File: config.mk
export PLATFORM = sky130hd
export DESIGN_NAME = ob_scan_flat
export DESIGN_NICKNAME = d
export VERILOG_FILES = /design/src/rtl/ob_scan_if.sv /design/src/rtl/ob_scan.sv /design/src/flat_wrapper.sv
export SDC_FILE = /design/constraint.sdc
export NUM_CORES = 1
export LEC_CHECK = 0
export CORE_UTILIZATION = 47
export CTS_BUF_LIST = sky130_fd_sc_hd__clkbuf_4 sky130_fd_sc_hd__clkbuf_8 sky130_fd_sc_hd__clkbuf_16
export DETAILED_ROUTE_END_ITERATION = 8
export GPL_ROUTABILITY_DRIVEN = 0
export GPL_TIMING_DRIVEN = 0
export PLACE_DENSITY_LB_ADDON = 0.08
export SLEW_MARGIN = 20
export SYNTH_ARGS = -nofsm -noshare
export SYNTH_HDL_FRONTEND = slang
export SYNTH_SLANG_ARGS = --single-unit
File: constraint.sdc
create_clock -name clk -period 2.6 [get_ports clk]
set_clock_uncertainty 0.15 [all_clocks]
set_input_delay 0.78 -clock clk [delete_from_list [all_inputs] [get_ports clk]]
set_output_delay 0.78 -clock clk [all_outputs]
set_load 0.02 [all_outputs]
File: src/rtl/ob_scan_if.sv
// rtl/ob_scan_if.sv - observer-port and record-stream bundle for ob_scan
interface ob_scan_if;
  logic        start_i;
  logic        cont_i;
  logic [2:0]  ob_mode_o;
  logic [4:0]  ob_sel_o;
  logic [31:0] ob_data_i;
  logic        rec_valid_o;
  logic        rec_ready_i;
  logic [7:0]  rec_tag_o;
  logic [31:0] rec_data_o;
  logic        rec_last_o;
  logic        busy_o;
  logic [15:0] frame_cnt_o;

  modport master (
    input  start_i, cont_i, ob_data_i, rec_ready_i,
    output ob_mode_o, ob_sel_o, rec_valid_o, rec_tag_o, rec_data_o,
           rec_last_o, busy_o, frame_cnt_o
  );

  modport slave (
    output start_i, cont_i, ob_data_i, rec_ready_i,
    input  ob_mode_o, ob_sel_o, rec_valid_o, rec_tag_o, rec_data_o,
           rec_last_o, busy_o, frame_cnt_o
  );
endinterface

File: src/rtl/ob_scan.sv
// rtl/ob_scan.sv - sweeps the CPU observer port and emits one tagged record per item
module ob_scan #(
  parameter int NUM_REGS = 32,
  parameter int SETTLE   = 1
) (
  input  logic      clk,
  input  logic      rst,
  ob_scan_if.master bus
);

  localparam logic [5:0] LAST_IDX   = 6'(NUM_REGS + 4);
  localparam logic [3:0] SETTLE_CNT = 4'(SETTLE);

  typedef enum logic [1:0] {IDLE, SEL, HOLD} state_t;

  state_t      state;
  logic [5:0]  item;
  logic [3:0]  settle_cnt;
  logic [2:0]  mode;
  logic [4:0]  sel;
  logic        valid;
  logic [7:0]  tag;
  logic [31:0] data;
  logic        last;
  logic        busy;
  logic [15:0] frame_cnt;

  // Items 0..4 are the fixed PC/IR/ALU views, everything after is a GPR.
  function automatic logic [2:0] item_mode(input logic [5:0] idx);
    return (idx < 6'd5) ? idx[2:0] : 3'd5;
  endfunction

  function automatic logic [4:0] item_sel(input logic [5:0] idx);
    return (idx < 6'd5) ? 5'd0 : 5'(idx - 6'd5);
  endfunction

  always_ff @(posedge clk) begin
    if (rst) begin
      state      <= IDLE;
      item       <= 6'd0;
      settle_cnt <= 4'd0;
      mode       <= 3'd0;
      sel        <= 5'd0;
      valid      <= 1'b0;
      tag        <= 8'd0;
      data       <= 32'd0;
      last       <= 1'b0;
      busy       <= 1'b0;
      frame_cnt  <= 16'd0;
    end else begin
      case (state)
        IDLE: begin
          if (bus.start_i) begin
            item       <= 6'd0;
            mode       <= 3'd0;
            sel        <= 5'd0;
            settle_cnt <= 4'd0;
            busy       <= 1'b1;
            state      <= SEL;
          end
        end
        SEL: begin
          settle_cnt <= settle_cnt + 4'd1;
          if (settle_cnt + 4'd1 == SETTLE_CNT) begin
            data  <= bus.ob_data_i;
            tag   <= {mode, sel};
            valid <= 1'b1;
            last  <= (item == LAST_IDX);
            state <= HOLD;
          end
        end
        HOLD: begin
          // valid is always high here, so ready alone marks the transfer edge
          if (bus.rec_ready_i) begin
            valid      <= 1'b0;
            settle_cnt <= 4'd0;
            if (!last) begin
              item  <= item + 6'd1;
              mode  <= item_mode(item + 6'd1);
              sel   <= item_sel(item + 6'd1);
              state <= SEL;
            end else begin
              frame_cnt <= frame_cnt + 16'd1;
              item      <= 6'd0;
              mode      <= 3'd0;
              sel       <= 5'd0;
              if (bus.cont_i) begin
                state <= SEL;
              end else begin
                busy  <= 1'b0;
                state <= IDLE;
              end
            end
          end
        end
        default: state <= IDLE;
      endcase
    end
  end

  assign bus.ob_mode_o   = mode;
  assign bus.ob_sel_o    = sel;
  assign bus.rec_valid_o = valid;
  assign bus.rec_tag_o   = tag;
  assign bus.rec_data_o  = data;
  assign bus.rec_last_o  = last;
  assign bus.busy_o      = busy;
  assign bus.frame_cnt_o = frame_cnt;

endmodule
File: src/flat_wrapper.sv
// flat-port wrapper written by rule: the top's interface ports become plain ports
module ob_scan_flat 
#(
  parameter int NUM_REGS = 32,
  parameter int SETTLE   = 1
)
  (clk, rst, bus_start_i, bus_cont_i, bus_ob_data_i, bus_rec_ready_i, bus_ob_mode_o, bus_ob_sel_o, bus_rec_valid_o, bus_rec_tag_o, bus_rec_data_o, bus_rec_last_o, bus_busy_o, bus_frame_cnt_o);
  ob_scan_if bus_i ();
  input  logic clk;
  input  logic rst;
  input wire logic [$bits(bus_i.start_i)-1:0] bus_start_i;
  input wire logic [$bits(bus_i.cont_i)-1:0] bus_cont_i;
  input wire logic [$bits(bus_i.ob_data_i)-1:0] bus_ob_data_i;
  input wire logic [$bits(bus_i.rec_ready_i)-1:0] bus_rec_ready_i;
  output wire logic [$bits(bus_i.ob_mode_o)-1:0] bus_ob_mode_o;
  output wire logic [$bits(bus_i.ob_sel_o)-1:0] bus_ob_sel_o;
  output wire logic [$bits(bus_i.rec_valid_o)-1:0] bus_rec_valid_o;
  output wire logic [$bits(bus_i.rec_tag_o)-1:0] bus_rec_tag_o;
  output wire logic [$bits(bus_i.rec_data_o)-1:0] bus_rec_data_o;
  output wire logic [$bits(bus_i.rec_last_o)-1:0] bus_rec_last_o;
  output wire logic [$bits(bus_i.busy_o)-1:0] bus_busy_o;
  output wire logic [$bits(bus_i.frame_cnt_o)-1:0] bus_frame_cnt_o;
  assign bus_i.start_i = bus_start_i;
  assign bus_i.cont_i = bus_cont_i;
  assign bus_i.ob_data_i = bus_ob_data_i;
  assign bus_i.rec_ready_i = bus_rec_ready_i;
  assign bus_ob_mode_o = bus_i.ob_mode_o;
  assign bus_ob_sel_o = bus_i.ob_sel_o;
  assign bus_rec_valid_o = bus_i.rec_valid_o;
  assign bus_rec_tag_o = bus_i.rec_tag_o;
  assign bus_rec_data_o = bus_i.rec_data_o;
  assign bus_rec_last_o = bus_i.rec_last_o;
  assign bus_busy_o = bus_i.busy_o;
  assign bus_frame_cnt_o = bus_i.frame_cnt_o;
  ob_scan #(.NUM_REGS(NUM_REGS), .SETTLE(SETTLE)) u_core (.clk(clk), .rst(rst), .bus(bus_i));
endmodule
* Yosys cells after proc, flatten, opt, wreduce, memory -nomap -nowiden
Index checks and enable logic that the tools add are counted.
** Storage, ports and cells
- Output and inout bits :: 67
- Input bits :: 37
- Register bits :: 79
** Cells by class
- Magnitude comparators :: 1
- Reductions and logical operators :: 11
- $add $sub $neg :: 4
- Eq/ne operators :: 9
- Mux-type cells :: 31
** Operator list (number)
- $mux 5 :: 4
- $mux 6 :: 3
- $add 16x1->16 const B :: 1
- $reduce_and 3->1 :: 5
- $mux 3 :: 4
- $pmux 4 s3 :: 1
- $pmux 6 s2 :: 1
- $pmux 5 s2 :: 1
- $mux 2 :: 4
- $mux 4 :: 2
- $mux 1 :: 7
- $add 6x1->6 const B :: 1
- $eq 6x6->1 const B :: 1
- $lt 6x3->1 const B :: 1
- $ne 2x2->1 const B :: 3
- $pmux 2 s3 :: 1
- $pmux 3 s2 :: 1
- $reduce_and 5->1 :: 1
- $sub 5x3->5 const B :: 1
- $add 4x1->4 const B :: 1
- $eq 4x1->1 const B :: 1
- $ne 2x1->1 const B :: 2
- $pmux 1 s2 :: 2
- $reduce_bool 2->1 :: 2
- other kinds (5) :: 5

* Depth between registers and ports, before layout
Gate-level depths: netlist of run 1.
- Depth after elaboration :: 6
- Mapped depth :: 8

* Worst setup path after synthesis of run 1
No wires, ideal clock.
- Path kind :: input-to-reg
- From :: input port rst
- To :: register u_core.frame_cnt[10] (netlist: u_core.bus.frame_cnt_o[10])
- Path buffers :: 3
- Stages :: 4
- Data required time :: 2322 ps
- Data arrival time :: 1633 ps
- Slack :: 690 ps
- Library setup time :: 128 ps
- Cells stage by stage :: clkbuf_1 > clkbuf_1 > buf_1 > nor2_1
** RTL lines
- start, declared :: RTL line flat_wrapper.sv:10 : input logic rst;
- end signal, assigned :: RTL line ob_scan.sv:83 : frame_cnt <= frame_cnt + 16'd1;
- end, declared :: RTL line ob_scan.sv:26 : logic [15:0] frame_cnt;
No word-level cell between the ends.

* Worst setup path in the final report of run 1
- From :: register u_core.frame_cnt[7] (netlist: u_core.bus.frame_cnt_o[7])
- To :: output port bus_frame_cnt_o[7]
** RTL lines
- end, declared :: RTL line flat_wrapper.sv:22 : output wire logic [$bits(bus_i.frame_cnt_o)-1:0] bus_frame_cnt_o;
No word-level cell between the ends.

==> flow_metrics.tcl, run 1 <==
set metrics [dict create \
    status "complete, no violations" \
    synth_edf_count 0 \
    endpoint_kind "output pin" \
    grt_pass1_vias 3196 \
    n_antenna_cell 0 \
    portBuffers 102 \
    cts.sinks 79 \
    root_buffer "clkbuf_8" \
    ir_drop_uv 339 \
    synthDistinctLibCells 54 \
    gr-total-overflow 0 \
    start_kind "flop" \
    r2r_slack_ps 530 \
    place_ws_ps -77.1 \
    crit_buf_inv 1 \
    rsz0062_at_grt "false" \
    slowest_stage "clkdlybuf4s50_1" \
    ctsResizeCount 0 \
    start_util_pct 49.9 \
    vias_per_cell 5.41 \
    antenna_found_initial 0 \
    critical_path.cell_chain "clkdlybuf4s50_1" \
    yosysTopAreaCell "dfxtp_1" \
    synthMostInstantiatedCell "dfxtp_1" \
    p_leak_uw 0.00171 \
    syn_area_um2 3470 \
    fmax_ghz 0.425 \
    drive_gt1_share_pct 8.27 \
    max-slew-margin-rel_pct 58.1 \
    grt_pass1_wl_um 14900 \
    core_um2 6940 \
    dieArea_um2 7730 \
    ant_nets 0 \
    clk_latency_ps 350 \
    min_from "u_core.bus.rec_data_o[28]" \
    path_clk_slew_ps 90 \
    fp.dieW_um 87.9 \
    r2r_end "u_core.bus.rec_tag_o[6]" \
    r2r_start "u_core.settle_cnt[0]" \
    setup_viol 0 \
    post-route-min-period_ps 2350 \
    first_pass_iters 4 \
    crit_cells 1 \
    io_pins 104 \
    grt.total_usage_pct 24.5 \
    worst_r2r_path_depth 7 \
    min_path_cells 2 \
    critical_path.max_stage_delay_ps 650 \
    yosys-top-cells-count "dfxtp_1, a21oi_1, o21ai_0" \
    cts_buffers 9 \
    synth_cells 414 \
    cp_max_fo 4 \
    synth_top_area_share_pct 45.6 \
    fin_util_pct 69.4 \
    drtIter0Drc 132 \
    seq_area_frac_synth_pct 45.6 \
    post-route-period-util_pct 90.6 \
    cts_setup_buffers 0 \
    synth_fp_nets 456 \
    cts_hold_repair.buffers 0 \
    cts_max_path_buffers 2 \
    ys_ff_latch 79 \
    finalWorstSetupSlack_ps 246 \
    p_per_area_nw_per_um2 565 \
    drv_cap 0 \
    yosys-top-cells-area "dfxtp_1, a21oi_1, o21ai_0" \
    p_total_uw 2720 \
    fin_nets 569 \
    critical_path_class "reg -> out" \
    critPathArrivalTime_ps 1420 \
    slew_viol_final 0 \
    cts-htree-levels 3 \
    wl_per_cell_um 14.7 \
    async_reset_ff_share_pct 0 \
    hold_viol_final 0 \
    grt_max_degree 15 \
    drc 0 \
    synthFlopType "dfxtp_1" \
    vias 3396 \
    worst_pin_slew_ps 628 \
    syn_area_per_cell_um2 8.38 \
    wl_um 9250 \
    syn_to_final_growth_pct 38.9 \
    die_h_um 87.9 \
    hp-class "reg -> reg" \
    rows 30 \
    cp_top_family "buffers and inverters" \
    place_hpwl_um 6560 \
    yosys_warnings 0 \
    required_ps 1670 \
    hold_end "u_core.bus.rec_data_o[28]" \
    cts_tree "yes" \
]
-- worst reg2reg max path, cell delays in order, from the launching register on --
cell	delay, ps
dfxtp_1	360
ha_1	260
and2_1	170
a21oi_1	220
o22a_1	290
clkbuf_2	260
o21ai_0	130
a21oi_1	170
-- cells by family after synthesis --
| logic type | after synthesis | synth area share (%) |
|---|---|---|
| buffers and inverters | 43 | 5.63 |
| XOR/XNOR | 21 | 5.30 |
| AND/OR/NAND/NOR | 135 | 20.2 |
| adder cells (fa/ha/maj) | 5 | 1.80 |
| multiplexers | 2 | 0.613 |
| flip-flops | 79 | 45.6 |
| AO/OA/AOI/OAI | 129 | 20.9 |
-- flip-flops by register name, indices dropped and copies added (netlist names) --
signal	flops
u_core.bus.frame_cnt_o	16
u_core.item	6
u_core.bus.busy_o	1
u_core.bus.ob_sel_o	5
u_core.bus.rec_tag_o	8
u_core.bus.ob_mode_o	3
u_core.settle_cnt	4
u_core.bus.rec_last_o	1
u_core.bus.rec_valid_o	1
u_core.bus.rec_data_o	32
u_core.state	2
-- routing by layer --
layer  wire (µm)  up-vias  part of all wire, %  track usage, %
met3         562       14                  6.1            4.24
met1        4160     1595                   45            31.4
met2        4400      104                   48            41.8
li1            -     1683                    -               -
met5           0        -                    0               0
met4         136        0                  1.5            8.35
-- placed cells by master, fill, tap and decap left out, types with 2 or more instances in the layout --
cell type / netlist / routed
clkbuf_1: 12 / 12
clkdlybuf4s50_1: 0 / 102
a31oi_1: 3 / 3
xor2_1: 12 / 12
nand3_1: 48 / 48
or3_1: 4 / 4
and3_1: 3 / 3
clkbuf_8: 0 / 10
and2_1: 3 / 3
xnor2_1: 9 / 9
buf_2: 12 / 12
nor3_1: 2 / 2
inv_1: 11 / 11
a211o_1: 2 / 2
nor2b_1: 4 / 4
a21oi_1: 54 / 54
nand2_1: 20 / 20
nand4_1: 3 / 3
nor2_1: 33 / 33
o21ai_0: 50 / 50
dfxtp_1: 79 / 79
o21a_1: 2 / 2
a22oi_1: 8 / 8
clkbuf_2: 3 / 3
clkinv_4: 0 / 4
ha_1: 5 / 5
buf_4: 2 / 2
-- report_power, final --
group	total, µW	leakage (µW)	internal, µW	switching [µW]
registers	1300	0.000640	1270	31.1
clock network	937	0.000106	475	463
logic	485	0.000968	213	272
-- worst max path at each step --
stage | startpoint | end | slack, ps
floorplan | rst | u_core.bus.frame_cnt_o[10] | 690
global placement | bus_rec_ready_i | u_core.bus.frame_cnt_o[13] | -60
detailed placement | bus_rec_ready_i | u_core.bus.frame_cnt_o[13] | -80
CTS | u_core.bus.frame_cnt_o[7] | bus_frame_cnt_o[7] | 230
global route | bus_rec_ready_i | u_core.bus.ob_sel_o[4] | 150
finish | u_core.bus.frame_cnt_o[7] | bus_frame_cnt_o[7] | 250
-- stage by stage --
stage / std cells / instance area, µm² / TNS, ps / hold slack (ps)
after detailed placement: 612 / 4610 / -747 / 317
after floorplan: 414 / 3470 / 0 / 324
final: 628 / 4820 / 0 / 327
after global placement: 612 / 4610 / -422 / 309
after CTS: 628 / 4820 / 0 / 329
after global routing: 628 / 4820 / 0 / 349
-- layout make-up --
cell class | count | area [µm²]
buffer | 31 | 150
clock buffer | 10 | 138
clock inverter | 6 | 70.1
fill | 566 | 2130
inverter | 12 | 45.0
multi-input combinational | 292 | 1690
sequential | 79 | 1580
tap | 96 | 120
timing repair buffer | 102 | 1020
Note: power is estimated with default switching activity, not from simulation.
==> run 2: changes to the inputs <==
CORE_UTILIZATION = 60   (was 47)
DONT_BUFFER_PORTS = 1   (was unset)
==> flow_metrics.tcl, run 2 (synthesized netlist as in run 1, its figures left out) <==
set metrics [dict create \
    hp-class "reg -> reg" \
    grt_pass1_vias 2852 \
    finalWorstSetupSlack_ps 560 \
    cts.sinks 79 \
    final_common_cell "dfxtp_1" \
    root_buffer "clkbuf_8" \
    cp_top_family "compound AO/OA/AOI/OAI gates" \
    rows 27 \
    clk_latency_ps 350 \
    fmax_ghz 0.490 \
    core_um2 5540 \
    critPathArrivalTime_ps 2160 \
    cts_tree "yes" \
    p_seq_share_pct 52.1 \
    n_antenna_cell 0 \
    syn_to_final_growth_pct 8.80 \
    place_hpwl_um 5680 \
    max-slew-margin-rel_pct 62.2 \
    worst_pin_slew_ps 566 \
    vias_per_cell 5.94 \
    gr-total-overflow 0 \
    hold_viol_final 0 \
    crit_buf_inv 1 \
    die_h_um 78.0 \
    io_pins 104 \
    path_common_cell "a21oi_1" \
    met2_usage_pct 45.5 \
    dpl.cell_count 486 \
    post-route-period-util_pct 78.5 \
    place_ws_ps 192 \
    ant_nets 0 \
    cts_setup_buffers 0 \
    dieArea_um2 6090 \
    slowest_stage "dfxtp_1" \
    cts-htree-levels 3 \
    drtIter0Drc 170 \
    use_met3_pct 8.84 \
    drc 0 \
    fin_nets 467 \
    status "complete, no violations" \
    slew_viol_final 0 \
    cp_max_fo 10 \
    ir_drop_uv 336 \
    wl_per_cell_um 16.0 \
    fill_cells 458 \
    cts_hold_repair.buffers 0 \
    grtUsageMet1_pct 33.9 \
    p_per_area_nw_per_um2 696 \
    holdWs_ps 379 \
    wl_um 7990 \
    required_ps 2720 \
    path_clk_slew_ps 80 \
    p_int_uw 1900 \
    cts_max_path_buffers 2 \
    cts_buffers 9 \
    combPwrFrac_pct 10.0 \
    fp.dieW_um 78.0 \
    setup_viol 0 \
    p_sw_uw 726 \
    critical_path.cell_chain "ha_1 -> and2_1 -> a21oi_1 -> o22a_1 -> clkbuf_2 -> o21ai_0 -> a21oi_1" \
    portBuffers 0 \
    p_sw_share_pct 27.6 \
    critical_path.max_stage_delay_ps 360 \
    fin_cells 501 \
    endpoint_kind "flop" \
    fin_util_pct 68.1 \
    antenna_found_initial 0 \
    drive_gt1_share_pct 10.0 \
    largest_register_ffs 32 \
    vias 2978 \
    start_util_pct 62.6 \
    register_area_um2 1580 \
    grt_max_degree 14 \
    multi_input_area_um2 1690 \
    ctsResizeCount 0 \
    start_kind "flop" \
    post-route-min-period_ps 2040 \
    grt.total_usage_pct 27.6 \
    grt_pass1_wl_um 13200 \
    critical_path_class "reg -> reg" \
    rsz0062_at_grt "false" \
    first_pass_iters 4 \
    fin_setup_tns_ps 0 \
    p_leak_uw 0.00134 \
    grt_busiest_layer "met2" \
    mostFrequentLayoutCells "dfxtp_1, a21oi_1, o21ai_0, nand3_1, nor2_1" \
    clkPwrFrac_pct 37.9 \
    drv_cap 0 \
]
run 2: changes by cell type in the layout (fill, tap and decap cells not counted), sizes merged:
| cell | change |
|---|---|
| bufinv | +1 |
| clkdlybuf4s50 | -102 |
| clkinvlp | +2 |
| clkinv | -4 |
run 2: power by group through the flow:
| stage | Sequential [µW] | Clock (µW) | Combinational (µW) |
|---|---|---|---|
| floorplan | 1390 | 0 | 200 |
| global placement | 1400 | 0 | 251 |
| detailed placement | 1400 | 0 | 259 |
| CTS | 1370 | 1000 | 262 |
| global route | 1380 | 1060 | 294 |
| finish | 1370 | 995 | 263 |
run 2: per-layer routing:
layer	part of all wire, %	vias up
met5	0	-
met4	1.4	0
met3	7.8	9
met2	48	99
met1	43	1397
li1	-	1473
run 2: worst paths after layout:
check                            start                         to  slack, ps  depth (start not counted)
setup / recovery  u_core.settle_cnt[0]  u_core.bus.rec_data_o[24]        560                          7
hold / removal    u_core.settle_cnt[0]       u_core.settle_cnt[0]        380                          2
hold reg to reg   u_core.settle_cnt[0]       u_core.settle_cnt[0]        380                          2
setup reg to reg  u_core.settle_cnt[0]  u_core.bus.rec_data_o[24]        560                          7
run 2: worst register-to-register path, cell delays in order, from the launching register on:
cell,delay (ps)
dfxtp_1,360
ha_1,260
and2_1,170
a21oi_1,220
o22a_1,290
clkbuf_2,240
o21ai_0,120
a21oi_1,170
run 2: metrics by stage:
stage               instance area (µm²)  total power, µW
floorplan                          3470             1590
global placement                   3560             1650
detailed placement                 3560             1660
CTS                                3770             2630
global route                       3770             2730
finish                             3770             2630
run 2: layout make-up:
type                       count  share of cell area [%]
clock buffer                  10                    3.48
clock inverter                 5                    2.22
sequential                    79                    41.9
inverter                      12                    1.19
multi-input combinational    292                    44.8
buffer                        31                    3.98
tap                           72                    2.39
==> run 3: changes to the inputs <==
CORE_UTILIZATION = 56   (was 60)
clock period = 1.8 ns   (was 2.6 ns; I/O delays follow)
==> flow_metrics.tcl, run 3 (synthesized netlist as in run 1, its figures left out) <==
set metrics [dict create \
    critical_path.max_stage_delay_ps 340 \
    root_buffer "clkbuf_8" \
    rows 28 \
    path_clk_slew_ps 80 \
    max-slew-margin-rel_pct 64.1 \
    status "complete, no violations" \
    fmax_ghz 0.568 \
    r2r_slack_ps 40 \
    cts-htree-levels 3 \
    fin_nets 476 \
    ant_nets 0 \
    setup_viol 0 \
    drtIter0Drc 163 \
    vias_per_cell 5.90 \
    grt_pass1_wl_um 13100 \
    final_common_cell "dfxtp_1" \
    required_ps 1900 \
    clk_latency_ps 350 \
    vias 3035 \
    grt_pass1_vias 2741 \
    rsz0062_at_grt "true" \
    hold_viol_final 0 \
    hold_end "u_core.bus.rec_data_o[21]" \
    place_ws_ps -336 \
    finalWorstSetupSlack_ps 39.4 \
    mostFrequentLayoutCells "dfxtp_1, a21oi_1, nand3_1, o21ai_0, nor2_1" \
    holdWs_ps 170 \
    drive_gt1_share_pct 20.3 \
    ir_drop_uv 631 \
    grt.total_usage_pct 26.2 \
    post-route-period-util_pct 97.8 \
    min_path_cells 2 \
    cts.sinks 79 \
    core_um2 5960 \
    fin_util_pct 68.3 \
    start_kind "flop" \
    n_antenna_cell 0 \
    portBuffers 0 \
    wl_um 8600 \
    io_pins 104 \
    start_util_pct 58.2 \
    die_h_um 80.7 \
    post-route-min-period_ps 1760 \
    cp_max_fo 5 \
    hp-class "in -> reg" \
    endpoint_kind "flop" \
    r2r_start "u_core.item[0]" \
    fill_cells 508 \
    min_from "bus_ob_data_i[21]" \
    p_leak_uw 0.00147 \
    wl_per_cell_um 16.7 \
    antenna_found_initial 0 \
    drc 0 \
    critPathArrivalTime_ps 1860 \
    fp.dieW_um 80.7 \
    first_pass_iters 4 \
    fin_setup_tns_ps 0 \
    grt_max_degree 13 \
    critical_path.cell_chain "buf_6 -> inv_4 -> ha_4 -> nand3b_1 -> o21ai_2 -> a221oi_2 -> xnor2_1 -> a32o_1" \
    cts_buffers 9 \
    dieArea_um2 6510 \
    r2r_end "u_core.bus.ob_sel_o[3]" \
    slew_viol_final 0 \
    p_per_area_nw_per_um2 966 \
    cts_max_path_buffers 2 \
    cts_tree "yes" \
    worst_pin_slew_ps 538 \
    place_hpwl_um 5700 \
    worst_r2r_path_depth 8 \
    slowest_stage "dfxtp_2" \
    drv_cap 0 \
    critical_path_class "reg -> reg" \
    gr-total-overflow 0 \
    syn_to_final_growth_pct 17.3 \
    largest_register_ffs 32 \
]
==> run 3: changes by cell type in the layout (fill, tap and decap cells not counted), sizes merged <==
cell      delta
buf          +9
clkbuf       +3
clkinvlp     -2
==> run 3: metrics by stage <==
step                total power (µW)  cells  instance area (µm²)
floorplan                       2290    414                 3480
global placement                2390    489                 3570
CTS                             3910    510                 3930
detailed placement              2400    489                 3570
finish                          3930    514                 4070
global route                    4070    514                 4070
==> run 3: where the power goes <==
| part | total (µW) | internal (µW) | switching [µW] |
|---|---|---|---|
| clock network | 1510 | 887 | 625 |
| registers | 1980 | 1830 | 149 |
| logic | 437 | 158 | 279 |
| total | 3930 | 2880 | 1050 |
==> run 3: how the worst max path moves through the flow <==
stage | startpoint | endpoint | slack, ps | cells past startpoint
floorplan | u_core.item[0] | u_core.bus.ob_sel_o[3] | 30 | 7
global placement | rst | u_core.bus.frame_cnt_o[15] | -300 | 4
detailed placement | rst | u_core.bus.frame_cnt_o[12] | -340 | 4
CTS | u_core.settle_cnt[0] | u_core.bus.rec_last_o | 2 | 7
global route | u_core.item[0] | u_core.bus.ob_sel_o[3] | -50 | 8
finish | u_core.item[0] | u_core.bus.ob_sel_o[3] | 40 | 8
==> run 3: layer usage <==
metal	routed length, µm	part of all wire (%)	up-vias	track usage (%)
li1	-	-	1493	-
met1	3630	42	1431	33.3
met2	4260	50	103	41.8
met3	613	7.1	8	7.16
met4	93	1.1	0	10.9
met5	0	0	-	0
==> run 3: area by class of cell <==
cell class | instances | area [µm²] | share of cell area (%)
multi-input cells | 292 | 1790 | 44.1
flip-flops and latches | 79 | 1600 | 39.3
plain buffers | 30 | 211 | 5.20
clock buffers | 13 | 166 | 4.09
well taps | 75 | 93.8 | 2.31
repair buffers | 10 | 91.3 | 2.24
clock inverters | 3 | 65.1 | 1.60
inverters | 12 | 48.8 | 1.20
==> run 3: worst max-delay path: cells and delay by family, from the launching register on <==
| kind | cells | cell delay (ps) |
|---|---|---|
| buffers and inverters | 2 | 170 |
| xor gates and xnor gates | 1 | 100 |
| adders and majority gates | 1 | 250 |
| AOI/OAI and AO/OA | 3 | 540 |
| and+or+nand+nor | 1 | 100 |
| DFF | 1 | 340 |
==> run 3: what timing repair did <==
| item | 4_1_cts | 5_1_grt |
|---|---|---|
| hold buffers | 0 | 0 |
| gates resized for setup | 25 | 62 |
| endpoints found under the hold margin | 0 | 0 |
| cloned | 0 | 1 |
| pin swaps | 7 | 14 |
| setup buffers | 5 | 4 |
| endpoints found under the setup margin | 49 | 69 |
